===== src/rtl/half_adder.sv =====
// half_adder: registered unsigned adder with configurable latency, valid tracking and a saturating carry counter
module half_adder #(
  parameter int WIDTH = 2,
  parameter int LATENCY = 1
) (
  input  logic             clk,
  input  logic             rst,
  input  logic             in_valid,
  input  logic [WIDTH-1:0] a,
  input  logic [WIDTH-1:0] b,
  output logic [WIDTH:0]   sum,
  output logic             carry,
  output logic             out_valid,
  output logic [15:0]      carry_count
);
  logic [WIDTH:0]     d [LATENCY];
  logic [LATENCY-1:0] v;
  // data stages only load behind a valid bit, so the output holds its last valid result
  always_ff @(posedge clk) begin
    if (rst) begin
      for (int i = 0; i < LATENCY; i++) d[i] <= '0;
      v <= '0;
      carry_count <= '0;
    end else begin
      v[0] <= in_valid;
      if (in_valid) d[0] <= {1'b0, a} + {1'b0, b};
      for (int i = 1; i < LATENCY; i++) begin
        v[i] <= v[i-1];
        if (v[i-1]) d[i] <= d[i-1];
      end
      if (out_valid && carry && carry_count != 16'hFFFF) carry_count <= carry_count + 16'd1;
    end
  end
  assign sum       = d[LATENCY-1];
  assign carry     = sum[WIDTH];
  assign out_valid = v[LATENCY-1];
endmodule


===== config.mk =====
export PLATFORM = sky130hd
export DESIGN_NAME = half_adder
export DESIGN_NICKNAME = d
export VERILOG_FILES = /design/src/rtl/half_adder.sv
export SDC_FILE = /design/constraint.sdc
export NUM_CORES = 1
export LEC_CHECK = 0
export ABC_CLOCK_PERIOD_IN_PS = 2200
export BUFFER_PORTS_ARGS = -buffer_cell sky130_fd_sc_hd__buf_2
export CORE_UTILIZATION = 47
export DETAILED_ROUTE_END_ITERATION = 16
export GPL_TIMING_DRIVEN = 0
export PLACE_DENSITY = 0.69
export SYNTH_ARGS = -nofsm -noshare
export SYNTH_HDL_FRONTEND = slang
export SYNTH_SLANG_ARGS = --single-unit

===== constraint.sdc =====
create_clock -name clk -period 2.2 [get_ports clk]
set_input_delay 0.22 -clock clk [delete_from_list [all_inputs] [get_ports clk]]
set_output_delay 0.22 -clock clk [all_outputs]
set_load 0.02 [all_outputs]

== Word level (Yosys, flattened, before mapping) ==
Memory sizes are Yosys's and may differ from the RTL's.
Index checks and enable logic that the tools add are counted.
Word-level totals
  input port bits: 7
  logic and storage cells: 16
  output and inout bits: 21
  memories: 1
  register bits after elaboration: 17
  memory bits (writable): 3
Memory list
  d: words 1, bits a word 3, read ports 1, clocked after Yosys merged registers in 0, wr ports 1, line 16  | logic [WIDTH:0] d [LATENCY];
Cells by class
  mux-type cells: 7
  $add $sub $neg: 2
  equal/unequal tests: 1
  reductions and logical operators: 3
Operators by type and width (count)
  adder 16 x 1 -> 16 bit, second input constant: 1
  inequality test 16 bit, second input constant: 1
  2-to-1 mux 1 bit: 6
  adder 2 x 2 -> 3 bit: 1
  2-to-1 mux 3 bit: 1
  OR reduction 3 bit: 1
  logical AND 1 bit: 2

== Depth between registers and ports, before layout ==
Gate-level depths: netlist (run 1).
  depth after elaboration: 5
  gate-level depth with buffers: 6
  mapped depth without buffers: 5

== Worst setup path after synthesis (run 1) ==
OpenSTA, ideal clock, no wires.
  kind: register -> register
  start point: register carry_count[0]
  end point: register carry_count[14]
  cell stages (with the launch flop): 6
  setup slack: 0.185 ns
  data arrival time: 1.894 ns
  path through: dfxtp_1 -> ha_1 -> nand3_1 -> or3_1 -> nor4b_1 -> mux2_2
Between the ends
  word-level cells in the longest chain between the ends: 2
Ends and longest elaborated chain
  start, declared: line 14  | output logic [15:0] carry_count
  start signal, assigned: line 31  | if (out_valid && carry && carry_count != 16'hFFFF) carry_count <= carry_count + 16'd1;
  branches (longest 2 deep; another with adder 16 x 1 -> 16 bit)
Parallel ways; which one is timed is not known.
A chain may end at the register's enable or synchronous reset.

== Worst setup path after layout (run 1) ==
Same ends and word-level chain as after synthesis.

==> impl_metrics.env, run 1 <==
export IMPL_clockBufferDepth=2
export IMPL_fmax_mhz=489
export IMPL_grt_pass1_vias=822
export IMPL_cts_tree="yes"
export IMPL_grt_max_degree=12
export IMPL_critPathMaxFanout=6
export IMPL_dieArea_sq_um=2320
export IMPL_holdCritPathClass="input port to flop"
export IMPL_synth_common_cells="dfxtp_1, a21oi_1, nand2_1, o31ai_1, or4_1"
export IMPL_relSlewSlack_pct=68.4
export IMPL_synth_distinct_cells=30
export IMPL_cts_buffers=3
export IMPL_grt_pass1_wl_mm=3.51
export IMPL_ys_top_cells_by_area="dfxtp_1, edfxtp_1, a21oi_1"
export IMPL_synth_ff_type="dfxtp_1"
export IMPL_rr_worst_depth=5
export IMPL_max_slew_worst_pin_slew_ns=0.475
export IMPL_fin_setup_tns_ns=0
export IMPL_detail_route_vias_per_cell=5.66
export IMPL_register_area_sq_um=430
export IMPL_period_share_pct=92.9
export IMPL_min_path_cells=2
export IMPL_skew_ns=0.00176
export IMPL_ys_async_sr_fraction_pct=0
export IMPL_finalNetCount=153
export IMPL_leakagePower_uw=0.000451
export IMPL_cts_sinks=20
export IMPL_start_util_pct=50.6
export IMPL_place_gp_congestion=0.734
export IMPL_end_kind="flop"
export IMPL_crit_required_ns=2.40
export IMPL_ys_ff_latch=20
export IMPL_nFillCells=174
export IMPL_finalSetupViolations=0
export IMPL_clkLatencyLatePin_ns=0.30
export IMPL_die_h_um=48.2
export IMPL_synth_seq_area_share_pct=42.9
export IMPL_syn_area_sq_um=1000
export IMPL_die_w_um=48.2
export IMPL_synthCells=112
export IMPL_min_delay_start="in_valid"
export IMPL_num_vias=956
export IMPL_cts_root_buf="clkbuf_4"
export IMPL_grt_overflow_total=0
export IMPL_slew_violations=0
export IMPL_antenna_found_initial=0
export IMPL_diodes=0
export IMPL_synth_largest_area_cell="dfxtp_1"
export IMPL_ys_warn_count=0
export IMPL_port_buffers=26
export IMPL_drive_above_1_share_pct=30.3
export IMPL_wire_per_inst_um=12.8
export IMPL_drtIter0Drc=18
export IMPL_clkTransAtPathRegs_ns=0.11
export IMPL_syn_num_nets=122
export IMPL_ir_worst_vdd_v=0.000259
export IMPL_rsz0062_at_grt="no"
export IMPL_dpl_hpwl_mm=1.58
export IMPL_hold_violations=0
export IMPL_htreeDepth=1
export IMPL_reg2reg_from="carry_count[0]$_SDFFE_PP0P_"
export IMPL_fin_hold_ws_ns=0.212
export IMPL_start_kind="flop"
export IMPL_drc=0
export IMPL_core_area_sq_um=1980
export IMPL_crit_type="flop to flop"
export IMPL_holdBufCountCts=0
export IMPL_synth_edf_count=3
export IMPL_ios=28
export IMPL_min_period_ns=2.04
export IMPL_multi_input_area_sq_um=546
export IMPL_drt_wl_total_mm=2.16
export IMPL_worst_ep_arrival_time_ns=2.25
export IMPL_cp_startpoint="carry_count[0]$_SDFFE_PP0P_"
export IMPL_drv_cap=0
export IMPL_core_rowCount=16
export IMPL_dr_pass1_iters=4
export IMPL_synth_top_area_share_pct=33.9
export IMPL_syn_to_final_growth_pct=20.8
export IMPL_syn_area_per_cell_sq_um=8.96
export IMPL_grt_usage_pct=21.6
export IMPL_ant_nets=0
export IMPL_yosysMostFrequentCell="dfxtp_1"
export IMPL_power_density_nw_per_um2=529
export IMPL_status="finished clean"
[where the power goes]
group	total, uW	internal (uW)	switching [uW]
clock	214	101	113
combinational	44.4	17.0	27.3
sequential	383	378	4.87
total	642	496	146
[flip-flops by register name, summed over array words and instances, names as in the netlist]
signal       count
d                3
out_valid        1
carry_count     16
[through the flow]
stage | util (%) | instance area [sq um] | std cells | total power (uW) | worst slack [ns]
4_1_cts | 60.7 | 1200 | 169 | 652 | 0.168
5_1_grt | 61.2 | 1210 | 169 | 674 | 0.0240
3_5_place_dp | 58.9 | 1170 | 165 | 436 | 0.193
2_1_floorplan | - | 1000 | 112 | 418 | 0.185
6_report | 61.2 | 1210 | 169 | 642 | 0.156
3_3_place_gp | 58.9 | 1170 | 165 | 434 | 0.172
[per-layer routing]
metal / global-route usage [%] / share of wire (%)
met1: 28.3 / 45
met2: 34.1 / 46
met3: 5.19 / 6.0
met4: 8.33 / 2.4
met5: 0 / 0
[cell usage in the layout (no fill, tap or decap), types with 4 or more instances in the layout]
cell	count
buf_2	28
dfxtp_1	17
a21oi_1	13
nand2_1	7
o31ai_1	7
or4_1	7
o21ai_0	6
or2_2	5
nand4_1	4
nor2_1	4
or3_1	4
and2_1	4
[cell families after synthesis]
| logic type | after synthesis | share of synthesized area, % |
|---|---|---|
| simple gates | 51 | 30.7 |
| compound gates | 29 | 17.2 |
| flops | 20 | 42.9 |
| buf+inv | 8 | 3.62 |
| fa+ha+maj | 3 | 4.49 |
| mux | 1 | 1.12 |
[worst paths after layout]
kind / end / slack [ns]
max: carry_count[14]$_SDFFE_PP0P_ / 0.16
max reg2reg: carry_count[14]$_SDFFE_PP0P_ / 0.16
min reg2reg: carry_count[15]$_SDFFE_PP0P_ / 0.50
min: out_valid$_SDFF_PP0_ / 0.21
[worst max-delay path, stage by stage (launching register included)]
cell,delay [ns]
dfxtp_1,0.42
ha_1,0.21
nand3_1,0.14
or3_1,0.47
nor4b_1,0.34
mux2_2,0.37
[repair_timing]
action | 4_1_cts | 5_1_grt
endpoints found under the setup margin | 0 | 1
setup buffers | 0 | 0
gates resized for setup | 0 | 1
[layout make-up]
| cell class | count | share of cell area (%) |
|---|---|---|
| Buffer | 5 | 2.06 |
| Clock buffer | 4 | 2.99 |
| Sequential cell | 20 | 35.5 |
| Timing Repair Buffer | 26 | 10.7 |
| Inverter | 3 | 0.929 |
| Tap cell | 27 | 2.79 |
| Multi-Input combinational cell | 84 | 45.0 |
Note: power is estimated with default switching activity, not from simulation.
==> inputs of run 2 (changes only) <==
Settings changed: CORE_MARGIN set to 5.
==> run 2 against run 1 <==
Effect of this change: combinational power about the same; die area increased by 36%; non-clock buffer count unchanged; hold slack worse by 0.0022 ns; critical path depth unchanged; cell count unchanged; power is 0.45% higher; routed wire length increased by 6.0%; sequential power is essentially flat; final area fell by 0.31%; global-route usage is 6.3 points lower; clock skew grew 0.00082 ns; largest cell class unchanged; largest power group unchanged.
==> impl_metrics.env, run 2 (synthesized netlist as in run 1, its figures left out) <==
export IMPL_status="finished clean"
export IMPL_met2_usage_pct=26.2
export IMPL_setup_slack_ns=0.201
export IMPL_rr_worst_depth=5
export IMPL_grt_max_degree=12
export IMPL_worst_ep_arrival_time_ns=2.21
export IMPL_syn_to_final_growth_pct=20.4
export IMPL_htreeDepth=1
export IMPL_port_buffers=26
export IMPL_cts_root_buf="clkbuf_4"
export IMPL_crit_type="flop to flop"
export IMPL_layout_common_cells="buf_2, dfxtp_1, a21oi_1"
export IMPL_core_rowCount=16
export IMPL_use_met1_pct=18.5
export IMPL_largest_reg_flops=16
export IMPL_relSlewSlack_pct=67.0
export IMPL_fmax_mhz=500
export IMPL_grt_usage_pct=15.3
export IMPL_finalSetupViolations=0
export IMPL_drv_cap=0
export IMPL_fin_setup_tns_ns=0
export IMPL_diodes=0
export IMPL_critPathCapture="carry_count[14]$_SDFFE_PP0P_"
export IMPL_end_kind="flop"
export IMPL_antenna_found_initial=0
export IMPL_die_w_um=56.2
export IMPL_layout_commonest_cell="buf_2"
export IMPL_period_share_pct=90.9
export IMPL_clkTransAtPathRegs_ns=0.11
export IMPL_dp_slack_ns=0.174
export IMPL_grt_busiest_layer="met2"
export IMPL_drt_wl_total_mm=2.29
export IMPL_dpl_hpwl_mm=1.67
export IMPL_leakagePower_uw=0.000436
export IMPL_drtIter0Drc=11
export IMPL_critPathMaxFanout=6
export IMPL_holdBufCountCts=0
export IMPL_skew_ns=0.00259
export IMPL_clockBufferDepth=2
export IMPL_crit_required_ns=2.41
export IMPL_cts_tree="yes"
export IMPL_reg2reg_from="carry_count[0]$_SDFFE_PP0P_"
export IMPL_rsz0062_at_grt="no"
export IMPL_holdCritPathClass="input port to flop"
export IMPL_hold_violations=0
export IMPL_min_period_ns=2.00
export IMPL_reg2reg_to="carry_count[14]$_SDFFE_PP0P_"
export IMPL_cts_buffers=3
export IMPL_drive_above_1_share_pct=31.0
export IMPL_clkLatencyLatePin_ns=0.30
export IMPL_place_gp_congestion=0.756
export IMPL_wire_per_inst_um=13.5
export IMPL_core_area_sq_um=2000
export IMPL_grt_pass1_vias=955
export IMPL_top_register="carry_count"
export IMPL_start_util_pct=50.1
export IMPL_drc=0
export IMPL_cp_startpoint="carry_count[0]$_SDFFE_PP0P_"
export IMPL_min_path_cells=2
export IMPL_die_h_um=56.2
export IMPL_dr_pass1_iters=4
export IMPL_grt_overflow_total=0
export IMPL_grt_pass1_wl_mm=3.97
export IMPL_dieArea_sq_um=3160
export IMPL_slew_violations=0
export IMPL_dpl_cell_area_sq_um=1170
export IMPL_max_slew_worst_pin_slew_ns=0.491
export IMPL_grt_met3_usage_pct=3.02
export IMPL_finalNetCount=153
export IMPL_stdcell_area_sq_um=1210
export IMPL_num_vias=970
export IMPL_power_density_nw_per_um2=533
export IMPL_cts_sinks=20
export IMPL_ios=28
export IMPL_ir_worst_vdd_v=0.000309
export IMPL_reg2reg_slack_ns=0.20
export IMPL_ant_nets=0
export IMPL_start_kind="flop"
export IMPL_detail_route_vias_per_cell=5.74
run 2: cell counts in the layout (fill, tap and decap cells not counted):
Identical to the previous run, type by type.
run 2: metrics by stage:
step | hold WS, ns | power (uW) | std cells | utilization (%)
after floorplan | 0.406 | 418 | 112 | -
after global routing | 0.225 | 669 | 169 | 60.4
final | 0.209 | 645 | 169 | 60.4
after CTS | 0.208 | 653 | 169 | 60.1
after detailed placement | 0.476 | 436 | 165 | 58.3
after global placement | 0.473 | 435 | 165 | 58.3
run 2: how the worst min path moves through the flow:
stage / start / to / slack (ns)
final: in_valid / out_valid$_SDFF_PP0_ / 0.21
after global routing: in_valid / out_valid$_SDFF_PP0_ / 0.23
after CTS: in_valid / out_valid$_SDFF_PP0_ / 0.21
after detailed placement: carry_count[15]$_SDFFE_PP0P_ / carry_count[15]$_SDFFE_PP0P_ / 0.48
after global placement: carry_count[15]$_SDFFE_PP0P_ / carry_count[15]$_SDFFE_PP0P_ / 0.47
after floorplan: in_valid / out_valid$_SDFF_PP0_ / 0.41
run 2: cell type report:
class / count / area (sq um)
fillers: 202 / 793
clock buffers: 4 / 36.3
repair buffers: 26 / 130
inverters: 3 / 11.3
flip-flops and latches: 20 / 430
plain buffers: 5 / 25.0
multi-input cells: 84 / 542
well taps: 27 / 33.8
run 2: critical path, cell delays in order (launching register included):
cell and delay [ns]:
dfxtp_1 0.42, ha_1 0.22, nand3_1 0.15, or3_4 0.44
nor4b_1 0.31, mux2_2 0.37
run 2: per-layer routing:
metal	vias to the layer above	wire, um
li1	480	-
met1	461	1050
met2	26	1100
met3	3	111
met4	0	27
met5	-	0
run 2: what timing repair did:
| item | in CTS | in global routing |
|---|---|---|
| hold endpoints to repair | 0 | 0 |
| buffers inserted | 0 | 0 |
| setup endpoints to repair | 0 | 1 |
| resized for setup | 0 | 1 |
run 2: power breakdown:
group,switching [uW],total (uW),internal (uW)
Clock,117,218,101
Combinational,27.6,44.4,16.8
Sequential,4.43,383,378
Total,149,645,496
